### config.mk
export PLATFORM = sky130hd
export DESIGN_NAME = exe_stage_flat
export DESIGN_NICKNAME = d
export VERILOG_FILES = /design/src/rtl/exe_stage_pkg.sv /design/src/rtl/exe_stage_if.sv /design/src/rtl/exe_stage_val2_generator.sv /design/src/rtl/exe_stage.sv /design/src/flat_wrapper.sv
export SDC_FILE = /design/constraint.sdc
export NUM_CORES = 1
export LEC_CHECK = 0
export BUFFER_PORTS_ARGS = -buffer_cell sky130_fd_sc_hd__buf_2
export CAP_MARGIN = 20
export CORE_ASPECT_RATIO = 0.7
export CORE_MARGIN = 3
export CORE_UTILIZATION = 59
export DETAILED_ROUTE_END_ITERATION = 16
export PLACE_DENSITY = 0.84
export SLEW_MARGIN = 20
export SYNTH_ARGS = -nofsm -noshare
export SYNTH_HDL_FRONTEND = slang
export SYNTH_SLANG_ARGS = --single-unit
### constraint.sdc
create_clock -name clk -period 4.35 [get_ports clk]
set_input_delay 0.2175 -clock clk [delete_from_list [all_inputs] [get_ports clk]]
set_output_delay 0.2175 -clock clk [all_outputs]
set_load 0.02 [all_outputs]
### src/rtl/exe_stage_pkg.sv
// Shared types and constants for the execute stage.
// Holds ALU command codes, shift types and forwarding selects.
package exe_stage_pkg;

   localparam int XLEN = 32;

   typedef enum logic [3:0] {
      CMD_MOV = 4'b0001,
      CMD_MVN = 4'b1001,
      CMD_ADD = 4'b0010,
      CMD_ADC = 4'b0011,
      CMD_SUB = 4'b0100,
      CMD_SBC = 4'b0101,
      CMD_AND = 4'b0110,
      CMD_ORR = 4'b0111,
      CMD_EOR = 4'b1000
   } exe_cmd_e;

   typedef enum logic [1:0] {
      SH_LSL = 2'b00,
      SH_LSR = 2'b01,
      SH_ASR = 2'b10,
      SH_ROR = 2'b11
   } shift_e;

   typedef enum logic [1:0] {
      FWD_ID  = 2'b00,
      FWD_MEM = 2'b01,
      FWD_WB  = 2'b10,
      FWD_ID2 = 2'b11
   } fwd_sel_e;

   typedef struct packed {
      logic              wb_en;
      logic              mem_r_en;
      logic              mem_w_en;
      logic [XLEN-1:0]   alu_res;
      logic [XLEN-1:0]   val_rm;
      logic [3:0]        dest;
   } ex_mem_t;

   function automatic logic [XLEN-1:0] fwd_mux(
      input logic [1:0]      sel,
      input logic [XLEN-1:0] id_val,
      input logic [XLEN-1:0] mem_val,
      input logic [XLEN-1:0] wb_val
   );
      logic [XLEN-1:0] r;
      case (sel)
         FWD_MEM: r = mem_val;
         FWD_WB:  r = wb_val;
         default: r = id_val;
      endcase
      return r;
   endfunction

endpackage

### src/rtl/exe_stage_if.sv
// ID/EX bundle consumed by the execute stage.
// The ID side drives (master), the EX side reads (slave).
interface exe_stage_if;
   import exe_stage_pkg::*;

   logic [XLEN-1:0] pc_in;
   logic            wb_en_in;
   logic            mem_r_en_in;
   logic            mem_w_en_in;
   logic            b_in;
   logic            s_in;
   logic            imm_in;
   logic            c_in;
   logic [3:0]      exe_cmd_in;
   logic [XLEN-1:0] val_rn_in;
   logic [XLEN-1:0] val_rm_in;
   logic [3:0]      dest_in;
   logic [11:0]     shift_operand_in;
   logic [23:0]     signed_imm_24_in;

   modport master (
      output pc_in, wb_en_in, mem_r_en_in, mem_w_en_in,
      output b_in, s_in, imm_in, c_in, exe_cmd_in,
      output val_rn_in, val_rm_in, dest_in,
      output shift_operand_in, signed_imm_24_in
   );

   modport slave (
      input pc_in, wb_en_in, mem_r_en_in, mem_w_en_in,
      input b_in, s_in, imm_in, c_in, exe_cmd_in,
      input val_rn_in, val_rm_in, dest_in,
      input shift_operand_in, signed_imm_24_in
   );

endinterface

### src/rtl/exe_stage_val2_generator.sv
// Second-operand generator: rotated imm8, 12-bit offset,
// or shifted register.
module val2_generator
   import exe_stage_pkg::*;
(
   input  logic            imm_i,
   input  logic            mem_i,
   input  logic [11:0]     shift_operand_i,
   input  logic [XLEN-1:0] rm_i,
   output logic [XLEN-1:0] val2_o
);

   logic [4:0]        rot_amt;
   logic [4:0]        sh_amt;
   logic [2*XLEN-1:0] imm_dbl;
   logic [2*XLEN-1:0] rm_dbl;
   logic [2*XLEN-1:0] imm_rot;
   logic [2*XLEN-1:0] rm_rot;

   assign rot_amt = {shift_operand_i[11:8], 1'b0};
   assign sh_amt  = shift_operand_i[11:7];
   assign imm_dbl = {24'd0, shift_operand_i[7:0],
                     24'd0, shift_operand_i[7:0]};
   assign rm_dbl  = {rm_i, rm_i};
   // Rotation as a right shift of the doubled word.
   assign imm_rot = imm_dbl >> rot_amt;
   assign rm_rot  = rm_dbl >> sh_amt;

   always_comb begin
      val2_o = rm_i;
      if (imm_i) begin
         val2_o = imm_rot[XLEN-1:0];
      end else if (mem_i) begin
         val2_o = {20'd0, shift_operand_i};
      end else begin
         case (shift_operand_i[6:5])
            SH_LSL:  val2_o = rm_i << sh_amt;
            SH_LSR:  val2_o = rm_i >> sh_amt;
            SH_ASR:  val2_o = $signed(rm_i) >>> sh_amt;
            default: val2_o = rm_rot[XLEN-1:0];
         endcase
      end
   end

endmodule

### src/rtl/exe_stage.sv
// Execute stage: forwarding, Val2, ALU, branch target,
// NZCV status register and EX/MEM pipeline register.
module exe_stage
   import exe_stage_pkg::*;
#(
   parameter int WIDTH = 32
) (
   input  logic             clk,
   input  logic             rst,
   input  logic             freeze,
   exe_stage_if.slave       idex,
   input  logic [1:0]       sel_src1,
   input  logic [1:0]       sel_src2,
   input  logic [WIDTH-1:0] mem_fwd_value,
   input  logic [WIDTH-1:0] wb_fwd_value,
   output logic             br_taken,
   output logic [WIDTH-1:0] br_addr,
   output logic [3:0]       status_out,
   output logic             wb_en_out,
   output logic             mem_r_en_out,
   output logic             mem_w_en_out,
   output logic [WIDTH-1:0] alu_res_out,
   output logic [WIDTH-1:0] val_rm_out,
   output logic [3:0]       dest_out
);

   logic [WIDTH-1:0] a_w;
   logic [WIDTH-1:0] rm_w;
   logic [WIDTH-1:0] b_w;
   logic [WIDTH-1:0] res_w;
   logic [WIDTH:0]   sum_w;
   logic             c_w;
   logic             v_w;
   logic [3:0]       status_d;
   logic [3:0]       status_q;
   ex_mem_t          ex_mem_d;
   ex_mem_t          ex_mem_q;

   assign a_w  = fwd_mux(sel_src1, idex.val_rn_in,
                         mem_fwd_value, wb_fwd_value);
   assign rm_w = fwd_mux(sel_src2, idex.val_rm_in,
                         mem_fwd_value, wb_fwd_value);

   val2_generator u_val2 (
      .imm_i           (idex.imm_in),
      .mem_i           (idex.mem_r_en_in | idex.mem_w_en_in),
      .shift_operand_i (idex.shift_operand_in),
      .rm_i            (rm_w),
      .val2_o          (b_w)
   );

   assign br_taken = idex.b_in;
   assign br_addr  = idex.pc_in +
      {{6{idex.signed_imm_24_in[23]}}, idex.signed_imm_24_in, 2'b00};

   // C/V default to the held flags; only arithmetic overrides them.
   always_comb begin
      res_w = '0;
      sum_w = '0;
      c_w   = status_q[1];
      v_w   = status_q[0];
      case (idex.exe_cmd_in)
         CMD_MOV: res_w = b_w;
         CMD_MVN: res_w = ~b_w;
         CMD_AND: res_w = a_w & b_w;
         CMD_ORR: res_w = a_w | b_w;
         CMD_EOR: res_w = a_w ^ b_w;
         CMD_ADD, CMD_ADC: begin
            sum_w = {1'b0, a_w} + {1'b0, b_w} +
                    {{WIDTH{1'b0}},
                     idex.c_in & (idex.exe_cmd_in == CMD_ADC)};
            res_w = sum_w[WIDTH-1:0];
            c_w   = sum_w[WIDTH];
            v_w   = (a_w[WIDTH-1] == b_w[WIDTH-1]) &&
                    (res_w[WIDTH-1] != a_w[WIDTH-1]);
         end
         CMD_SUB, CMD_SBC: begin
            sum_w = {1'b0, a_w} + {1'b0, ~b_w} +
                    {{WIDTH{1'b0}},
                     (idex.exe_cmd_in == CMD_SUB) | idex.c_in};
            res_w = sum_w[WIDTH-1:0];
            c_w   = sum_w[WIDTH];
            v_w   = (a_w[WIDTH-1] != b_w[WIDTH-1]) &&
                    (res_w[WIDTH-1] != a_w[WIDTH-1]);
         end
         default: res_w = '0;
      endcase
   end

   assign status_d = {res_w[WIDTH-1], res_w == '0, c_w, v_w};

   always_comb begin
      ex_mem_d          = '0;
      ex_mem_d.wb_en    = idex.wb_en_in;
      ex_mem_d.mem_r_en = idex.mem_r_en_in;
      ex_mem_d.mem_w_en = idex.mem_w_en_in;
      ex_mem_d.alu_res  = res_w;
      ex_mem_d.val_rm   = rm_w;
      ex_mem_d.dest     = idex.dest_in;
   end

   always_ff @(posedge clk or posedge rst) begin
      if (rst) begin
         ex_mem_q <= '0;
         status_q <= '0;
      end else if (!freeze) begin
         ex_mem_q <= ex_mem_d;
         if (idex.s_in) begin
            status_q <= status_d;
         end
      end
   end

   assign status_out   = status_q;
   assign wb_en_out    = ex_mem_q.wb_en;
   assign mem_r_en_out = ex_mem_q.mem_r_en;
   assign mem_w_en_out = ex_mem_q.mem_w_en;
   assign alu_res_out  = ex_mem_q.alu_res;
   assign val_rm_out   = ex_mem_q.val_rm;
   assign dest_out     = ex_mem_q.dest;

endmodule

### src/flat_wrapper.sv
// flat-port wrapper written by rule: the top's interface ports become plain ports
module exe_stage_flat import exe_stage_pkg::*;
#(
   parameter int WIDTH = 32
)
  (clk, rst, freeze, sel_src1, sel_src2, mem_fwd_value, wb_fwd_value, br_taken, br_addr, status_out, wb_en_out, mem_r_en_out, mem_w_en_out, alu_res_out, val_rm_out, dest_out, idex_pc_in, idex_wb_en_in, idex_mem_r_en_in, idex_mem_w_en_in, idex_b_in, idex_s_in, idex_imm_in, idex_c_in, idex_exe_cmd_in, idex_val_rn_in, idex_val_rm_in, idex_dest_in, idex_shift_operand_in, idex_signed_imm_24_in);
  exe_stage_if idex_i ();
  input  logic clk;
  input  logic rst;
  input  logic freeze;
  input  logic [1:0] sel_src1;
  input  logic [1:0] sel_src2;
  input  logic [WIDTH-1:0] mem_fwd_value;
  input  logic [WIDTH-1:0] wb_fwd_value;
  output logic br_taken;
  output logic [WIDTH-1:0] br_addr;
  output logic [3:0] status_out;
  output logic wb_en_out;
  output logic mem_r_en_out;
  output logic mem_w_en_out;
  output logic [WIDTH-1:0] alu_res_out;
  output logic [WIDTH-1:0] val_rm_out;
  output logic [3:0] dest_out;
  input wire logic [$bits(idex_i.pc_in)-1:0] idex_pc_in;
  input wire logic [$bits(idex_i.wb_en_in)-1:0] idex_wb_en_in;
  input wire logic [$bits(idex_i.mem_r_en_in)-1:0] idex_mem_r_en_in;
  input wire logic [$bits(idex_i.mem_w_en_in)-1:0] idex_mem_w_en_in;
  input wire logic [$bits(idex_i.b_in)-1:0] idex_b_in;
  input wire logic [$bits(idex_i.s_in)-1:0] idex_s_in;
  input wire logic [$bits(idex_i.imm_in)-1:0] idex_imm_in;
  input wire logic [$bits(idex_i.c_in)-1:0] idex_c_in;
  input wire logic [$bits(idex_i.exe_cmd_in)-1:0] idex_exe_cmd_in;
  input wire logic [$bits(idex_i.val_rn_in)-1:0] idex_val_rn_in;
  input wire logic [$bits(idex_i.val_rm_in)-1:0] idex_val_rm_in;
  input wire logic [$bits(idex_i.dest_in)-1:0] idex_dest_in;
  input wire logic [$bits(idex_i.shift_operand_in)-1:0] idex_shift_operand_in;
  input wire logic [$bits(idex_i.signed_imm_24_in)-1:0] idex_signed_imm_24_in;
  assign idex_i.pc_in = idex_pc_in;
  assign idex_i.wb_en_in = idex_wb_en_in;
  assign idex_i.mem_r_en_in = idex_mem_r_en_in;
  assign idex_i.mem_w_en_in = idex_mem_w_en_in;
  assign idex_i.b_in = idex_b_in;
  assign idex_i.s_in = idex_s_in;
  assign idex_i.imm_in = idex_imm_in;
  assign idex_i.c_in = idex_c_in;
  assign idex_i.exe_cmd_in = idex_exe_cmd_in;
  assign idex_i.val_rn_in = idex_val_rn_in;
  assign idex_i.val_rm_in = idex_val_rm_in;
  assign idex_i.dest_in = idex_dest_in;
  assign idex_i.shift_operand_in = idex_shift_operand_in;
  assign idex_i.signed_imm_24_in = idex_signed_imm_24_in;
  exe_stage #(.WIDTH(WIDTH)) u_core (.clk(clk), .rst(rst), .freeze(freeze), .idex(idex_i), .sel_src1(sel_src1), .sel_src2(sel_src2), .mem_fwd_value(mem_fwd_value), .wb_fwd_value(wb_fwd_value), .br_taken(br_taken), .br_addr(br_addr), .status_out(status_out), .wb_en_out(wb_en_out), .mem_r_en_out(mem_r_en_out), .mem_w_en_out(mem_w_en_out), .alu_res_out(alu_res_out), .val_rm_out(val_rm_out), .dest_out(dest_out));
endmodule
==> metrics.txt, run 1 <==
# TYPE chip_impl_metric gauge
chip_impl_info{name="run_status",value="did not finish"} 1
chip_impl_info{name="haltStage",value="4_1_cts"} 1
chip_impl_info{name="run.stop_error",value="[ERROR DPL-0033] detailed placement checks failed during check placement."} 1
chip_impl_metric{name="die_x",unit="µm"} 214
chip_impl_metric{name="gates_resized_cts_repair",unit=""} 210
chip_impl_metric{name="synth_adder_area_share",unit="%"} 9.50
chip_impl_metric{name="ys_seq_area_share",unit="%"} 10.5
chip_impl_metric{name="yosys_register_bits",unit=""} 75
chip_impl_metric{name="ys_warn_count",unit=""} 0
chip_impl_metric{name="die_y",unit="µm"} 152
chip_impl_info{name="most_instantiated_flip_flop_cell_in_the_synthesis_netlist",value="dfrtp_1"} 1
chip_impl_metric{name="synth_largest_type_area_fraction",unit="%"} 10.5
chip_impl_metric{name="mean_instance_size_in_the_synthesized_netlist",unit="µm²"} 7.37
chip_impl_info{name="netlist.top_cell.by_area",value="dfrtp_1"} 1
chip_impl_metric{name="synth_compound_area_share",unit="%"} 39.3
chip_impl_metric{name="ys_types",unit=""} 100
chip_impl_metric{name="cts.sinks",unit=""} 75
chip_impl_info{name="cts_root_buffer",value="clkbuf_16"} 1
chip_impl_metric{name="post_cts_buffers",unit=""} 72
chip_impl_metric{name="num_rows",unit=""} 52
chip_impl_metric{name="port_buffers",unit=""} 319
chip_impl_metric{name="htreeDepth",unit=""} 3
chip_impl_metric{name="floorplan.initialDensity",unit="%"} 60.9
chip_impl_metric{name="synth-xor-area-share",unit="%"} 2.15
chip_impl_metric{name="cts_hold_buf",unit=""} 1
chip_impl_metric{name="syn-num-nets",unit=""} 2781
chip_impl_metric{name="cts_buffer_depth",unit=""} 2
chip_impl_metric{name="gp_congestion",unit=""} 1.53
chip_impl_metric{name="boundaryPins",unit=""} 326
chip_impl_metric{name="synth_enable_flop_cells",unit=""} 0
chip_impl_metric{name="numCtsBuffers",unit=""} 9
chip_impl_metric{name="post_dp_hpwl",unit="mm"} 101
chip_impl_metric{name="synthCells",unit=""} 2430
chip_impl_metric{name="synthMuxAreaShare",unit="%"} 12.7
chip_impl_info{name="synth_area_leaders",value="dfrtp_1 (10%), ha_1 (8.9%), mux4_2 (6.9%)"} 1
chip_impl_info{name="largest_family_of_logic_cells_by_synthesized_area",value="compound AO/OA/AOI/OAI gates"} 1
chip_impl_metric{name="fraction_of_registers_with_async_set_or_reset_after_synthesis",unit="%"} 100
chip_impl_metric{name="mappedNetlistArea",unit="µm²"} 17900
chip_impl_metric{name="fraction_of_the_mapped_netlist_area_in_simple_logic_gates",unit="%"} 18.2
==> synthesized netlist by cell type, drive strengths merged (41+ instances only) <==
master and number:
clkbuf 113, ha 128, nor2 194, a22oi 97, nor3 56, o21ai 181
dfrtp 75, inv 142, nand3 46, o22ai 41, a22o 49, mux4 55
a211oi 43, mux2i 68, buf 72, nand2 242, a21oi 157
==> cell families after synthesis <==
logic type | count (synthesis)
AND/OR/NAND/NOR | 704
flip-flops | 75
buffers and inverters | 329
multiplexers | 155
XOR/XNOR | 44
adder cells (fa/ha/maj) | 133
AO/OA/AOI/OAI | 990
==> metrics by stage <==
stage | cells | hold WS (ns) | area, µm² | setup WS (ns) | TNS [ns]
detailed placement | 3856 | 0.373 | 26400 | -2.73 | -62.47
floorplan | 2430 | 0.368 | 18300 | -1.36 | -20.10
global placement | 3856 | 0.342 | 26400 | -2.13 | -47.63
==> run 2: changes to the inputs <==
--- a/config.mk
+++ b/config.mk
@@ -7,11 +7,10 @@
 export LEC_CHECK = 0
 export BUFFER_PORTS_ARGS = -buffer_cell sky130_fd_sc_hd__buf_2
 export CAP_MARGIN = 20
-export CORE_ASPECT_RATIO = 0.7
 export CORE_MARGIN = 3
-export CORE_UTILIZATION = 59
+export CORE_UTILIZATION = 40
 export DETAILED_ROUTE_END_ITERATION = 16
-export PLACE_DENSITY = 0.84
+export PLACE_DENSITY_LB_ADDON = 0.15
 export SLEW_MARGIN = 20
 export SYNTH_ARGS = -nofsm -noshare
 export SYNTH_HDL_FRONTEND = slang
==> run 2 against run 1 <==
  * The flow now finishes, with violations (negative setup slack)
  * Synthesized cell count unchanged
  * Synthesized area did not move
==> metrics.txt, run 2 <==
# TYPE chip_impl_metric gauge
chip_impl_metric{name="grt_util_all_layers",unit="%"} 50.3
chip_impl_metric{name="die_y",unit="µm"} 218
chip_impl_info{name="regToRegEndpoint",value="u_core.mem_w_en_out"} 1
chip_impl_metric{name="crit_fanout",unit=""} 11
chip_impl_metric{name="drt_pass_1_iters",unit=""} 7
chip_impl_metric{name="design.final.nets",unit=""} 3962
chip_impl_info{name="most_instantiated_flip_flop_cell_in_the_synthesis_netlist",value="dfrtp_1"} 1
chip_impl_metric{name="finalSetupViolations",unit=""} 33
chip_impl_metric{name="power_per_standard_cell_area",unit="nW/µm²"} 256
chip_impl_metric{name="boundaryPins",unit=""} 326
chip_impl_metric{name="max-cap-violations",unit=""} 0
chip_impl_metric{name="cts.sinks",unit=""} 75
chip_impl_metric{name="crit_arrival",unit="ns"} 6.42
chip_impl_info{name="synth_top_cells_by_count",value="nand2_1 (242), nor2_1 (192), o21ai_0 (172)"} 1
chip_impl_metric{name="crit_path_max_incr_delay",unit="ns"} 0.58
chip_impl_metric{name="reg2reg_setup_slack",unit="ns"} 3.58
chip_impl_metric{name="wl_per_cell",unit="µm"} 29.4
chip_impl_metric{name="grt_pass1_vias",unit=""} 27200
chip_impl_metric{name="synthCells",unit=""} 2430
chip_impl_metric{name="yosys_register_bits",unit=""} 75
chip_impl_metric{name="post_dp_hpwl",unit="mm"} 99.3
chip_impl_info{name="crit_path_top_delay_cell",value="a22oi_1"} 1
chip_impl_metric{name="vdd_drop_max",unit="mV"} 0.211
chip_impl_info{name="violations",value="negative setup slack"} 1
chip_impl_metric{name="place_inst",unit=""} 4123
chip_impl_metric{name="final_layout_size_suffix_gt1_share",unit="%"} 47.7
chip_impl_info{name="synth_area_leaders",value="dfrtp_1 (10%), ha_1 (8.9%), mux4_2 (6.9%)"} 1
chip_impl_metric{name="synth_enable_flop_cells",unit=""} 0
chip_impl_metric{name="floorplan.die_area",unit="µm²"} 47400
chip_impl_metric{name="cts_buffer_depth",unit=""} 2
chip_impl_info{name="setup.worst_path.start",value="sel_src2[0]"} 1
chip_impl_metric{name="numCtsBuffers",unit=""} 9
chip_impl_metric{name="layout-area-overhead-vs-synth",unit="%"} 63.9
chip_impl_metric{name="clk_latency_worst_skew_pair",unit="ns"} 0.39
chip_impl_info{name="critical_path_class",value="input port to flip-flop"} 1
chip_impl_metric{name="antenna_violating_nets_post_route",unit=""} 0
chip_impl_info{name="cts_tree",value="built"} 1
chip_impl_metric{name="fin_cells",unit=""} 4203
chip_impl_metric{name="mappedNetlistArea",unit="µm²"} 17900
chip_impl_info{name="run_status",value="finished, violations left"} 1
chip_impl_metric{name="total_leakage_power",unit="nW"} 13.9
chip_impl_metric{name="maximum_number_of_pins_on_one_net_before_global_route_repair",unit=""} 72
chip_impl_metric{name="ys_types",unit=""} 100
chip_impl_metric{name="drt_iter0_drc",unit=""} 4531
chip_impl_metric{name="fraction_of_registers_with_async_set_or_reset_after_synthesis",unit="%"} 100
chip_impl_info{name="synthMostInstantiatedCell",value="nand2_1"} 1
chip_impl_info{name="cp-start-kind",value="input port"} 1
chip_impl_metric{name="post_drt_via_cell_ratio",unit=""} 6.68
chip_impl_metric{name="die_x",unit="µm"} 218
chip_impl_metric{name="port_buffers",unit=""} 319
chip_impl_info{name="worstReg2RegStart",value="u_core.mem_w_en_out"} 1
chip_impl_metric{name="endpoints_failing_hold",unit=""} 0
chip_impl_metric{name="antenna_found_initial",unit=""} 3
chip_impl_metric{name="num_rows",unit=""} 76
chip_impl_metric{name="slew_limit_headroom",unit="%"} 37.7
chip_impl_metric{name="drt_wl_total",unit="mm"} 123
chip_impl_metric{name="synth_largest_type_area_fraction",unit="%"} 10.5
chip_impl_info{name="highest_count_cells_in_the_layout_ignoring_fill_and_taps",value="buf_4 (1005), buf_2 (315), nand2_1 (238)"} 1
chip_impl_info{name="setup_repair_after_global_routing_missed_its_margin",value="true"} 1
chip_impl_metric{name="clk_pin_slew_worst_paths",unit="ns"} 0.07
chip_impl_metric{name="mean_instance_size_in_the_synthesized_netlist",unit="µm²"} 7.37
chip_impl_metric{name="final_min_period_over_clock_period",unit="%"} 140
chip_impl_info{name="layout_commonest_cell",value="buf_4"} 1
chip_impl_metric{name="grt_first_pass_wirelength",unit="mm"} 177
chip_impl_info{name="netlist.top_cell.by_area",value="dfrtp_1"} 1
chip_impl_metric{name="timing.reg2reg.worst_path_depth",unit=""} 1
chip_impl_metric{name="syn-num-nets",unit=""} 2781
chip_impl_metric{name="floorplan.initialDensity",unit="%"} 41.0
chip_impl_metric{name="worstHoldPathCells",unit=""} 2
chip_impl_info{name="timing.hold.worst.class",value="input port to flip-flop"} 1
chip_impl_metric{name="gp_congestion",unit=""} 1.15
chip_impl_metric{name="postLayoutCellArea",unit="µm²"} 29400
chip_impl_metric{name="route.vias.total",unit=""} 28100
chip_impl_metric{name="sequential_cell_area",unit="µm²"} 1880
chip_impl_metric{name="placement.cell_area",unit="µm²"} 27300
chip_impl_metric{name="postLayoutSetupSlackWorst",unit="ns"} -1.74
chip_impl_metric{name="nFillCells",unit=""} 3668
chip_impl_metric{name="htreeDepth",unit=""} 3
chip_impl_metric{name="ys_warn_count",unit=""} 0
chip_impl_metric{name="ys_seq_area_share",unit="%"} 10.5
chip_impl_metric{name="multiInputGateArea",unit="µm²"} 16200
chip_impl_metric{name="slew_viol_final",unit=""} 0
chip_impl_metric{name="grt_remaining_overflow",unit=""} 0
chip_impl_metric{name="timing.final.crit_period",unit="ns"} 6.09
chip_impl_metric{name="std_cell_core_area",unit="µm²"} 43600
chip_impl_metric{name="final.setup_skew",unit="ns"} 0
chip_impl_info{name="critical_path.most_common_cell",value="buf_4"} 1
chip_impl_metric{name="tightestPinTransition",unit="ns"} 0.908
chip_impl_info{name="worstSetupEndpointType",value="flip-flop"} 1
chip_impl_metric{name="critPathRequiredTime",unit="ns"} 4.68
chip_impl_info{name="cts_root_buffer",value="clkbuf_16"} 1
chip_impl_metric{name="total_negative_setup_slacks",unit="ns"} -34.59
chip_impl_metric{name="dp_slack",unit="ns"} -2.43
chip_impl_info{name="endpoint",value="u_core.status_out[2]"} 1
chip_impl_metric{name="drc_violations_left",unit=""} 0
chip_impl_metric{name="timing_limited_maximum_frequency",unit="MHz"} 164
==> run 2: report_power, final <==
| group | total [mW] | switching [mW] | internal (mW) |
|---|---|---|---|
| registers | 0.880 | 0.0657 | 0.814 |
| clock network | 0.940 | 0.379 | 0.561 |
| logic | 5.71 | 3.18 | 2.53 |
==> run 2: cells by family (layout without fill, tap and decap cells) <==
family	Yosys count	after routing	share of synthesized area (%)
flops	75	75	10.5
xor+xnor	44	44	2.15
simple gates	704	704	18.2
fa+ha+maj	133	133	9.50
mux	155	155	12.7
compound gates	990	990	39.3
buf+inv	329	1515	7.63
other cells	0	2	0
==> run 2: through the flow <==
step	hold slack [ns]	power, mW	util [%]
after global placement	0.335	5.78	62.5
after global routing	0.0550	7.79	67.3
final	0.0489	7.53	67.3
after detailed placement	0.352	5.87	62.5
after CTS	0.0336	7.12	66.0
after floorplan	0.368	3.31	-
==> run 2: cell type report <==
cell class                      count  share of cell area [%]
Sequential cell                    75                    6.39
Timing Repair Buffer             1355                    33.0
Antenna cell                        2                  0.0170
Inverter                          144                    1.91
Clock inverter                      6                   0.379
Multi-Input combinational cell   2026                    55.0
Clock buffer                       10                   0.780
Tap cell                          585                    2.49
==> run 2: repair_timing <==
action	in CTS	in global routing
gates resized for setup	167	89
endpoints found under the hold margin	34	0
hold buffers	1	0
cloned	1	0
pin swaps	80	47
setup endpoints to repair	35	37
buffers inserted	52	8
==> run 2: how the worst min path moves through the flow <==
stage | start | to
floorplan | idex_dest_in[0] | u_core.dest_out[0]
global placement | rst | u_core.val_rm_out[16]
detailed placement | rst | u_core.val_rm_out[16]
CTS | idex_dest_in[0] | u_core.dest_out[0]
global route | idex_dest_in[0] | u_core.dest_out[0]
finish | idex_dest_in[0] | u_core.dest_out[0]
==> run 2: per-layer routing <==
layer	global-route usage (%)	vias to the layer above	share of wire [%]
li1	-	11800	-
met4	40.3	2	11
met1	60.4	13300	35
met5	0	-	0.011
met2	74.4	2323	41
met3	15.3	715	13
==> run 2: critical path, delay by kind of cell <==
kind | cells | cell delay (ns)
buffers and inverters | 7 | 0.95
AOI/OAI and AO/OA | 13 | 3.44
adders and majority gates | 2 | 0.38
and+or+nand+nor | 5 | 0.89
muxes | 1 | 0.55
Power figures use the tool's default switching activity.
